**src/rtl/up_bus_resp_mux.sv**
```systemverilog
`default_nettype none
// ============================================================================
// Module   : up_bus_resp_mux
// Purpose  : Broadcasts up-bus requests to all slaves, merges acks/read data,
//            guarantees completion via timeout, and keeps debug status.
// Revision : 1.0 - initial release
// ============================================================================
module up_bus_resp_mux #(
  parameter int          NUM_SLAVES   = 3,
  parameter int          ADDR_WIDTH   = 14,
  parameter int          TIMEOUT      = 32,
  parameter logic [31:0] TIMEOUT_DATA = 32'hDEADDEAD
) (
  input  logic                       up_clk,
  input  logic                       up_rstn,
  input  logic                       up_wreq,
  input  logic [ADDR_WIDTH-1:0]      up_waddr,
  input  logic [31:0]                up_wdata,
  output logic                       up_wack,
  input  logic                       up_rreq,
  input  logic [ADDR_WIDTH-1:0]      up_raddr,
  output logic [31:0]                up_rdata,
  output logic                       up_rack,
  output logic                       slv_wreq,
  output logic [ADDR_WIDTH-1:0]      slv_waddr,
  output logic [31:0]                slv_wdata,
  input  logic [NUM_SLAVES-1:0]      slv_wack,
  output logic                       slv_rreq,
  output logic [ADDR_WIDTH-1:0]      slv_raddr,
  input  logic [32*NUM_SLAVES-1:0]   slv_rdata,
  input  logic [NUM_SLAVES-1:0]      slv_rack,
  input  logic                       up_status_clr,
  output logic [15:0]                up_timeout_cnt,
  output logic [ADDR_WIDTH-1:0]      up_timeout_addr,
  output logic                       up_multi_ack_err,
  output logic                       up_proto_err
);

  typedef enum logic [0:0] {
    S_IDLE = 1'b0,
    S_WAIT = 1'b1
  } state_t;

  localparam logic [7:0] c_last_cnt = 8'(TIMEOUT - 1);

  state_t      r_wstate, w_wstate_nxt;
  state_t      r_rstate, w_rstate_nxt;
  logic [7:0]  r_wcnt, w_wcnt_nxt;
  logic [7:0]  r_rcnt, w_rcnt_nxt;
  logic        w_waccept, w_wdone, w_wtimeout;
  logic        w_raccept, w_rdone, w_rtimeout;
  logic        w_wmulti, w_rmulti, w_wproto, w_rproto;
  logic [31:0] w_rdata_or;
  logic [1:0]  w_tinc;
  logic [16:0] w_tsum;

  // ---------------- write path ----------------
  always_comb begin
    w_wstate_nxt = r_wstate;
    w_wcnt_nxt   = r_wcnt;
    w_waccept    = 1'b0;
    w_wdone      = 1'b0;
    w_wtimeout   = 1'b0;
    case (r_wstate)
      S_IDLE: begin
        if (up_wreq) begin
          w_waccept    = 1'b1;
          w_wcnt_nxt   = 8'd0;
          w_wstate_nxt = S_WAIT;
        end
      end
      S_WAIT: begin
        // an ack arriving together with the timeout still counts as a normal completion
        if (|slv_wack) begin
          w_wdone      = 1'b1;
          w_wstate_nxt = S_IDLE;
        end else if (r_wcnt == c_last_cnt) begin
          w_wdone      = 1'b1;
          w_wtimeout   = 1'b1;
          w_wstate_nxt = S_IDLE;
        end else begin
          w_wcnt_nxt = r_wcnt + 8'd1;
        end
      end
    endcase
  end

  always_ff @(posedge up_clk or negedge up_rstn) begin
    if (!up_rstn) begin
      r_wstate  <= S_IDLE;
      r_wcnt    <= 8'd0;
      slv_wreq  <= 1'b0;
      slv_waddr <= '0;
      slv_wdata <= 32'd0;
      up_wack   <= 1'b0;
    end else begin
      r_wstate <= w_wstate_nxt;
      r_wcnt   <= w_wcnt_nxt;
      slv_wreq <= w_waccept;
      up_wack  <= w_wdone;
      if (w_waccept) begin
        slv_waddr <= up_waddr;
        slv_wdata <= up_wdata;
      end
    end
  end

  // ---------------- read path ----------------
  always_comb begin
    w_rstate_nxt = r_rstate;
    w_rcnt_nxt   = r_rcnt;
    w_raccept    = 1'b0;
    w_rdone      = 1'b0;
    w_rtimeout   = 1'b0;
    case (r_rstate)
      S_IDLE: begin
        if (up_rreq) begin
          w_raccept    = 1'b1;
          w_rcnt_nxt   = 8'd0;
          w_rstate_nxt = S_WAIT;
        end
      end
      S_WAIT: begin
        if (|slv_rack) begin
          w_rdone      = 1'b1;
          w_rstate_nxt = S_IDLE;
        end else if (r_rcnt == c_last_cnt) begin
          w_rdone      = 1'b1;
          w_rtimeout   = 1'b1;
          w_rstate_nxt = S_IDLE;
        end else begin
          w_rcnt_nxt = r_rcnt + 8'd1;
        end
      end
    endcase
  end

  always_comb begin
    w_rdata_or = 32'd0;
    for (int i = 0; i < NUM_SLAVES; i++) begin
      if (slv_rack[i]) w_rdata_or = w_rdata_or | slv_rdata[32*i +: 32];
    end
  end

  always_ff @(posedge up_clk or negedge up_rstn) begin
    if (!up_rstn) begin
      r_rstate  <= S_IDLE;
      r_rcnt    <= 8'd0;
      slv_rreq  <= 1'b0;
      slv_raddr <= '0;
      up_rack   <= 1'b0;
      up_rdata  <= 32'd0;
    end else begin
      r_rstate <= w_rstate_nxt;
      r_rcnt   <= w_rcnt_nxt;
      slv_rreq <= w_raccept;
      up_rack  <= w_rdone;
      if (w_raccept) slv_raddr <= up_raddr;
      if (w_rdone)   up_rdata  <= w_rtimeout ? TIMEOUT_DATA : w_rdata_or;
    end
  end

  // ---------------- debug status ----------------
  assign w_wmulti = (r_wstate == S_WAIT) && ($countones(slv_wack) > 1);
  assign w_rmulti = (r_rstate == S_WAIT) && ($countones(slv_rack) > 1);
  assign w_wproto = (r_wstate == S_WAIT) && up_wreq;
  assign w_rproto = (r_rstate == S_WAIT) && up_rreq;
  assign w_tinc   = {1'b0, w_wtimeout} + {1'b0, w_rtimeout};
  assign w_tsum   = {1'b0, up_timeout_cnt} + {15'd0, w_tinc};

  always_ff @(posedge up_clk or negedge up_rstn) begin
    if (!up_rstn) begin
      up_timeout_cnt   <= 16'd0;
      up_timeout_addr  <= '0;
      up_multi_ack_err <= 1'b0;
      up_proto_err     <= 1'b0;
    end else if (up_status_clr) begin
      up_timeout_cnt   <= 16'd0;
      up_timeout_addr  <= '0;
      up_multi_ack_err <= 1'b0;
      up_proto_err     <= 1'b0;
    end else begin
      up_timeout_cnt <= w_tsum[16] ? 16'hFFFF : w_tsum[15:0];
      // simultaneous timeouts report the write address
      if (w_wtimeout)      up_timeout_addr <= slv_waddr;
      else if (w_rtimeout) up_timeout_addr <= slv_raddr;
      if (w_wmulti || w_rmulti) up_multi_ack_err <= 1'b1;
      if (w_wproto || w_rproto) up_proto_err     <= 1'b1;
    end
  end

endmodule
`default_nettype wire

```
**config.mk**
```make
export PLATFORM = sky130hd
export DESIGN_NAME = up_bus_resp_mux
export DESIGN_NICKNAME = d
export VERILOG_FILES = /design/src/rtl/up_bus_resp_mux.sv
export SDC_FILE = /design/constraint.sdc
export NUM_CORES = 1
export LEC_CHECK = 0
export ABC_CLOCK_PERIOD_IN_PS = 3650
export CAP_MARGIN = 10
export CORE_MARGIN = 3
export CORE_UTILIZATION = 42
export DETAILED_ROUTE_END_ITERATION = 10
export PLACE_DENSITY = 0.81
export SKIP_CTS_REPAIR_TIMING = 1
export SLEW_MARGIN = 5
export SYNTH_ARGS = -nofsm -noshare
export SYNTH_HDL_FRONTEND = slang
export SYNTH_SLANG_ARGS = --single-unit
```
**constraint.sdc**
```tcl
create_clock -name up_clk -period 3.65 [get_ports up_clk]
set_input_delay 0.73 -clock up_clk [delete_from_list [all_inputs] [get_ports up_clk]]
set_output_delay 0.73 -clock up_clk [all_outputs]
set_load 0.02 [all_outputs]
```
==> results.md <==
* completed — run status
* 100% — ys async rst share
* 295 — I/O pins
* 5 — number of iterations in the first detailed-routing pass
* 1 — antenna violations before repair
* in2async — Hold Path Class
* 0.343 ns — worst hold margin
* 677 — number of instances in the synthesized netlist
* 3.51 ns — arrival time of the worst setup path
* 23.4% — combinational share of power
* 146 — Synth Register Bits
* 294 — count of input and output buffers
* 31800 um — wire length of the first global-routing pass
* 0.782 — global placement routability congestion
* 482 — drt initial violations
* 130 um — Die H
* 146 — Clock Sink Count
* 0.865 ns — Slew @ Worst Pin
* 1340 uW — switching component of the power
* 0 — DRC errors left
* 0 — hold violation total from the final report
* 0 — Antenna Nets Post-Route
* 0.00694 ns — final setup skew
* 4 — maximum level of the CTS H-tree
* 3.96 ns — data required time at the worst endpoint
* 39.2% — share of power burned in registers
* 14900 sq um — Core Footprint
* 20200 um — overall routed net length
* 58.4% — area added between synthesis and finish
* 53 — Netlist cell types
* 17.4 um — routed wire length per instance
* 4890 uW — Total Power Consumption
* 0.00452 uW — leakage component of the power
* 5.31 — number of vias per cell after detailed routing
* 0 — Remaining Overflow, GRT
* 0.300 mV — Peak supply drop
* false — RSZ-0062 raised after global routing
* 43.8% — starting utilization of the core area
* 0.313 GHz — Max Clock Freq
* sky130_fd_sc_hd__clkbuf_16 — buffer type at the clock tree root
* in2reg — critical path type
* 1166 — post-layout instance count excluding filler cells
* 75 — maximum number of pins on one net before global-route repair
* 7.44% — fraction of final layout cells sized beyond drive strength 1
* 56.2% — part of the Yosys area used for sequential elements
* 17000 sq um — Total Die Area
* 6159 — number of global-route vias before repair
* flip-flop — CP endpoint kind
* 475 nW/um^2 — Pwr Density
* 0.40 ns — worst skew pair latency
* 3.20 ns — minimum clock period after layout
* 130 um — width of the die
* 87.6% — ratio of final minimum period to clock period
* 37.4% — part of the power in the clock network
* 14200 um — half-perimeter wire length of the detailed placement result
* 44 — row cnt
* 42.2% — normalized max-slew margin
* 0 — pins over their slew limit
* built — clock tree from TritonCTS
* 0 — number of synthesis warnings
* 1133 — number of instances in the placed design
* 1141 — post-layout net count
* 3550 uW — internal power
* 6 — largest fanout on the critical path
* 6500 sq um — total standard cell area after synthesis
* 850 — Net Count, Synth
* 0 — number of enable flip-flop cells after synthesis
* 0.06 ns — Clock Pin Slew Worst Setup and Hold Paths
* 17 — TritonCTS buffer count
* 0 ns — total negative setup slack
* 0 — Max Cap Viol
* 6193 — routed vias
* 27.3% — Switching Fraction
* 23.8% — global-route total usage across every layer
* 0 — Setup Viol. Count Final
* sky130_fd_sc_hd__dfrtp_1 — commonest register cell after synthesis
* input port — element type at the critical path start
* 2 — Bufs on Longest Clock Path
* 9.61 sq um — average footprint of a synthesized cell
[cell families (layout without fill, tap and decap cells)]
| kind of cell | count (synthesis) | count (layout) | synth area share (%) |
|---|---|---|---|
| xor gates and xnor gates | 13 | 13 | 1.75 |
| DFF | 146 | 146 | 56.2 |
| and+or+nand+nor | 320 | 320 | 21.2 |
| muxes | 2 | 2 | 0.308 |
| adders and majority gates | 6 | 6 | 1.27 |
| AOI/OAI and AO/OA | 126 | 126 | 15.2 |
| other | 0 | 1 | 0 |
| buffers and inverters | 64 | 368 | 4.10 |
[worst max-delay path, cell delays in order]
cell	delay, ns
sky130_fd_sc_hd__clkdlybuf4s50_1	0.42
sky130_fd_sc_hd__or4b_4	0.59
sky130_fd_sc_hd__or3_4	0.40
sky130_fd_sc_hd__inv_1	0.08
sky130_fd_sc_hd__fa_1	0.23
sky130_fd_sc_hd__ha_1	0.20
sky130_fd_sc_hd__inv_1	0.08
sky130_fd_sc_hd__nor4_2	0.32
sky130_fd_sc_hd__buf_4	0.18
sky130_fd_sc_hd__a31oi_1	0.08
sky130_fd_sc_hd__a211oi_1	0.20
[registers in the layout, summed over array words and instances (netlist names)]
signal            flops
r_rcnt                8
r_rstate              1
r_wcnt                8
r_wstate              1
slv_raddr            14
slv_rreq              1
slv_waddr            14
slv_wdata            32
slv_wreq              1
up_multi_ack_err      1
up_proto_err          1
up_rack               1
up_rdata             32
up_timeout_addr      14
up_timeout_cnt       16
up_wack               1
[power by group through the flow]
stage | Sequential, uW | Combinational (uW) | Clock [uW]
CTS | 1920 | 1160 | 1870
floorplan | 2150 | 258 | 0
global route | 1940 | 1230 | 1950
finish | 1920 | 1150 | 1830
global placement | 1930 | 1140 | 0
detailed placement | 1940 | 1150 | 0
[synthesized netlist by cell type, types with 2 or more instances]
cell type / instances / share of area, %
sky130_fd_sc_hd__nand2_1: 220 / 13
sky130_fd_sc_hd__dfrtp_1: 146 / 56
sky130_fd_sc_hd__nor2_1: 45 / 2.6
sky130_fd_sc_hd__a21oi_1: 42 / 3.2
sky130_fd_sc_hd__a222oi_1: 32 / 4.9
sky130_fd_sc_hd__clkbuf_1: 31 / 1.8
sky130_fd_sc_hd__inv_1: 20 / 1.2
sky130_fd_sc_hd__nand3_1: 17 / 1.3
sky130_fd_sc_hd__xnor2_1: 10 / 1.3
sky130_fd_sc_hd__a311oi_2: 9 / 2.1
sky130_fd_sc_hd__buf_2: 9 / 0.69
sky130_fd_sc_hd__o22ai_1: 7 / 0.67
sky130_fd_sc_hd__o211ai_1: 6 / 0.69
sky130_fd_sc_hd__a311oi_1: 5 / 0.67
sky130_fd_sc_hd__ha_1: 5 / 0.96
sky130_fd_sc_hd__nand4_1: 5 / 0.48
sky130_fd_sc_hd__nor4_1: 5 / 0.48
sky130_fd_sc_hd__and3_1: 4 / 0.38
sky130_fd_sc_hd__nor3_1: 4 / 0.31
sky130_fd_sc_hd__o21ai_0: 4 / 0.31
sky130_fd_sc_hd__o31ai_1: 4 / 0.46
sky130_fd_sc_hd__a21o_1: 3 / 0.35
sky130_fd_sc_hd__a221oi_1: 3 / 0.40
sky130_fd_sc_hd__nand2b_1: 3 / 0.29
sky130_fd_sc_hd__or3_1: 3 / 0.29
sky130_fd_sc_hd__xor2_1: 3 / 0.40
sky130_fd_sc_hd__a31oi_1: 2 / 0.19
sky130_fd_sc_hd__and4_1: 2 / 0.27
sky130_fd_sc_hd__buf_6: 2 / 0.35
sky130_fd_sc_hd__mux2i_1: 2 / 0.31
sky130_fd_sc_hd__or4b_4: 2 / 0.42
[final timing paths]
| check | startpoint | end | slack, ns | cells past startpoint |
|---|---|---|---|---|
| max | slv_wack[0] | up_timeout_cnt[14] | 0.45 | 11 |
| min | up_rstn | slv_wdata[30] | 0.34 | 1 |
| max reg2reg | r_wcnt[5] | up_timeout_cnt[14] | 0.80 | 10 |
| min reg2reg | slv_wdata[23] | slv_wdata[23] | 0.47 | 2 |
| max in group asynchronous | up_rstn | slv_wdata[7] | 2.50 | 2 |
| min in group up_clk | slv_wdata[23] | slv_wdata[23] | 0.47 | 2 |
[stage by stage]
stage	utilization [%]	setup slack [ns]	area, sq um
2_1_floorplan	-	0.153	6500
3_3_place_gp	65.0	0.0952	9670
3_5_place_dp	65.0	0.0177	9670
4_1_cts	69.3	0.456	10300
5_1_grt	69.3	0.327	10300
6_report	69.3	0.452	10300
[cell usage in the layout (no fill, tap or decap), types with 2 or more instances in the layout]
master                              n
sky130_fd_sc_hd__clkdlybuf4s50_1  293
sky130_fd_sc_hd__nand2_1          220
sky130_fd_sc_hd__dfrtp_1          146
sky130_fd_sc_hd__nor2_1            45
sky130_fd_sc_hd__a21oi_1           42
sky130_fd_sc_hd__a222oi_1          32
sky130_fd_sc_hd__inv_1             20
sky130_fd_sc_hd__buf_4             20
sky130_fd_sc_hd__nand3_1           17
sky130_fd_sc_hd__clkbuf_16         17
sky130_fd_sc_hd__xnor2_1           10
sky130_fd_sc_hd__a311oi_2           9
sky130_fd_sc_hd__o22ai_1            7
sky130_fd_sc_hd__o211ai_1           6
sky130_fd_sc_hd__clkbuf_8           6
sky130_fd_sc_hd__nand4_1            5
sky130_fd_sc_hd__nor4_1             5
sky130_fd_sc_hd__a311oi_1           5
sky130_fd_sc_hd__ha_1               5
sky130_fd_sc_hd__nor3_1             4
sky130_fd_sc_hd__and3_1             4
sky130_fd_sc_hd__o31ai_1            4
sky130_fd_sc_hd__o21ai_0            4
sky130_fd_sc_hd__xor2_1             3
sky130_fd_sc_hd__or3_1              3
sky130_fd_sc_hd__a21o_1             3
sky130_fd_sc_hd__a221oi_1           3
sky130_fd_sc_hd__bufinv_16          3
sky130_fd_sc_hd__clkinvlp_4         3
sky130_fd_sc_hd__and4_1             2
sky130_fd_sc_hd__or4b_4             2
sky130_fd_sc_hd__a31oi_1            2
sky130_fd_sc_hd__nand2b_1           2
sky130_fd_sc_hd__mux2i_1            2
sky130_fd_sc_hd__clkinv_2           2
[area by class of cell]
type | instances | area (sq um)
Tap cell | 184 | 230
Timing Repair Buffer | 315 | 3110
Clock buffer | 24 | 512
Multi-Input combinational cell | 467 | 2590
Fill cell | 1159 | 4560
Sequential cell | 146 | 3650
Clock inverter | 8 | 123
Inverter | 21 | 78.8
Antenna cell | 1 | 2.50
[metal layers]
metal  GRT usage [%]  share of wire [%]
met5               0                  0
met4            6.96                1.5
met1            29.0                 40
met3            7.24                7.9
met2            40.9                 51
Power figures use the tool's default switching activity.
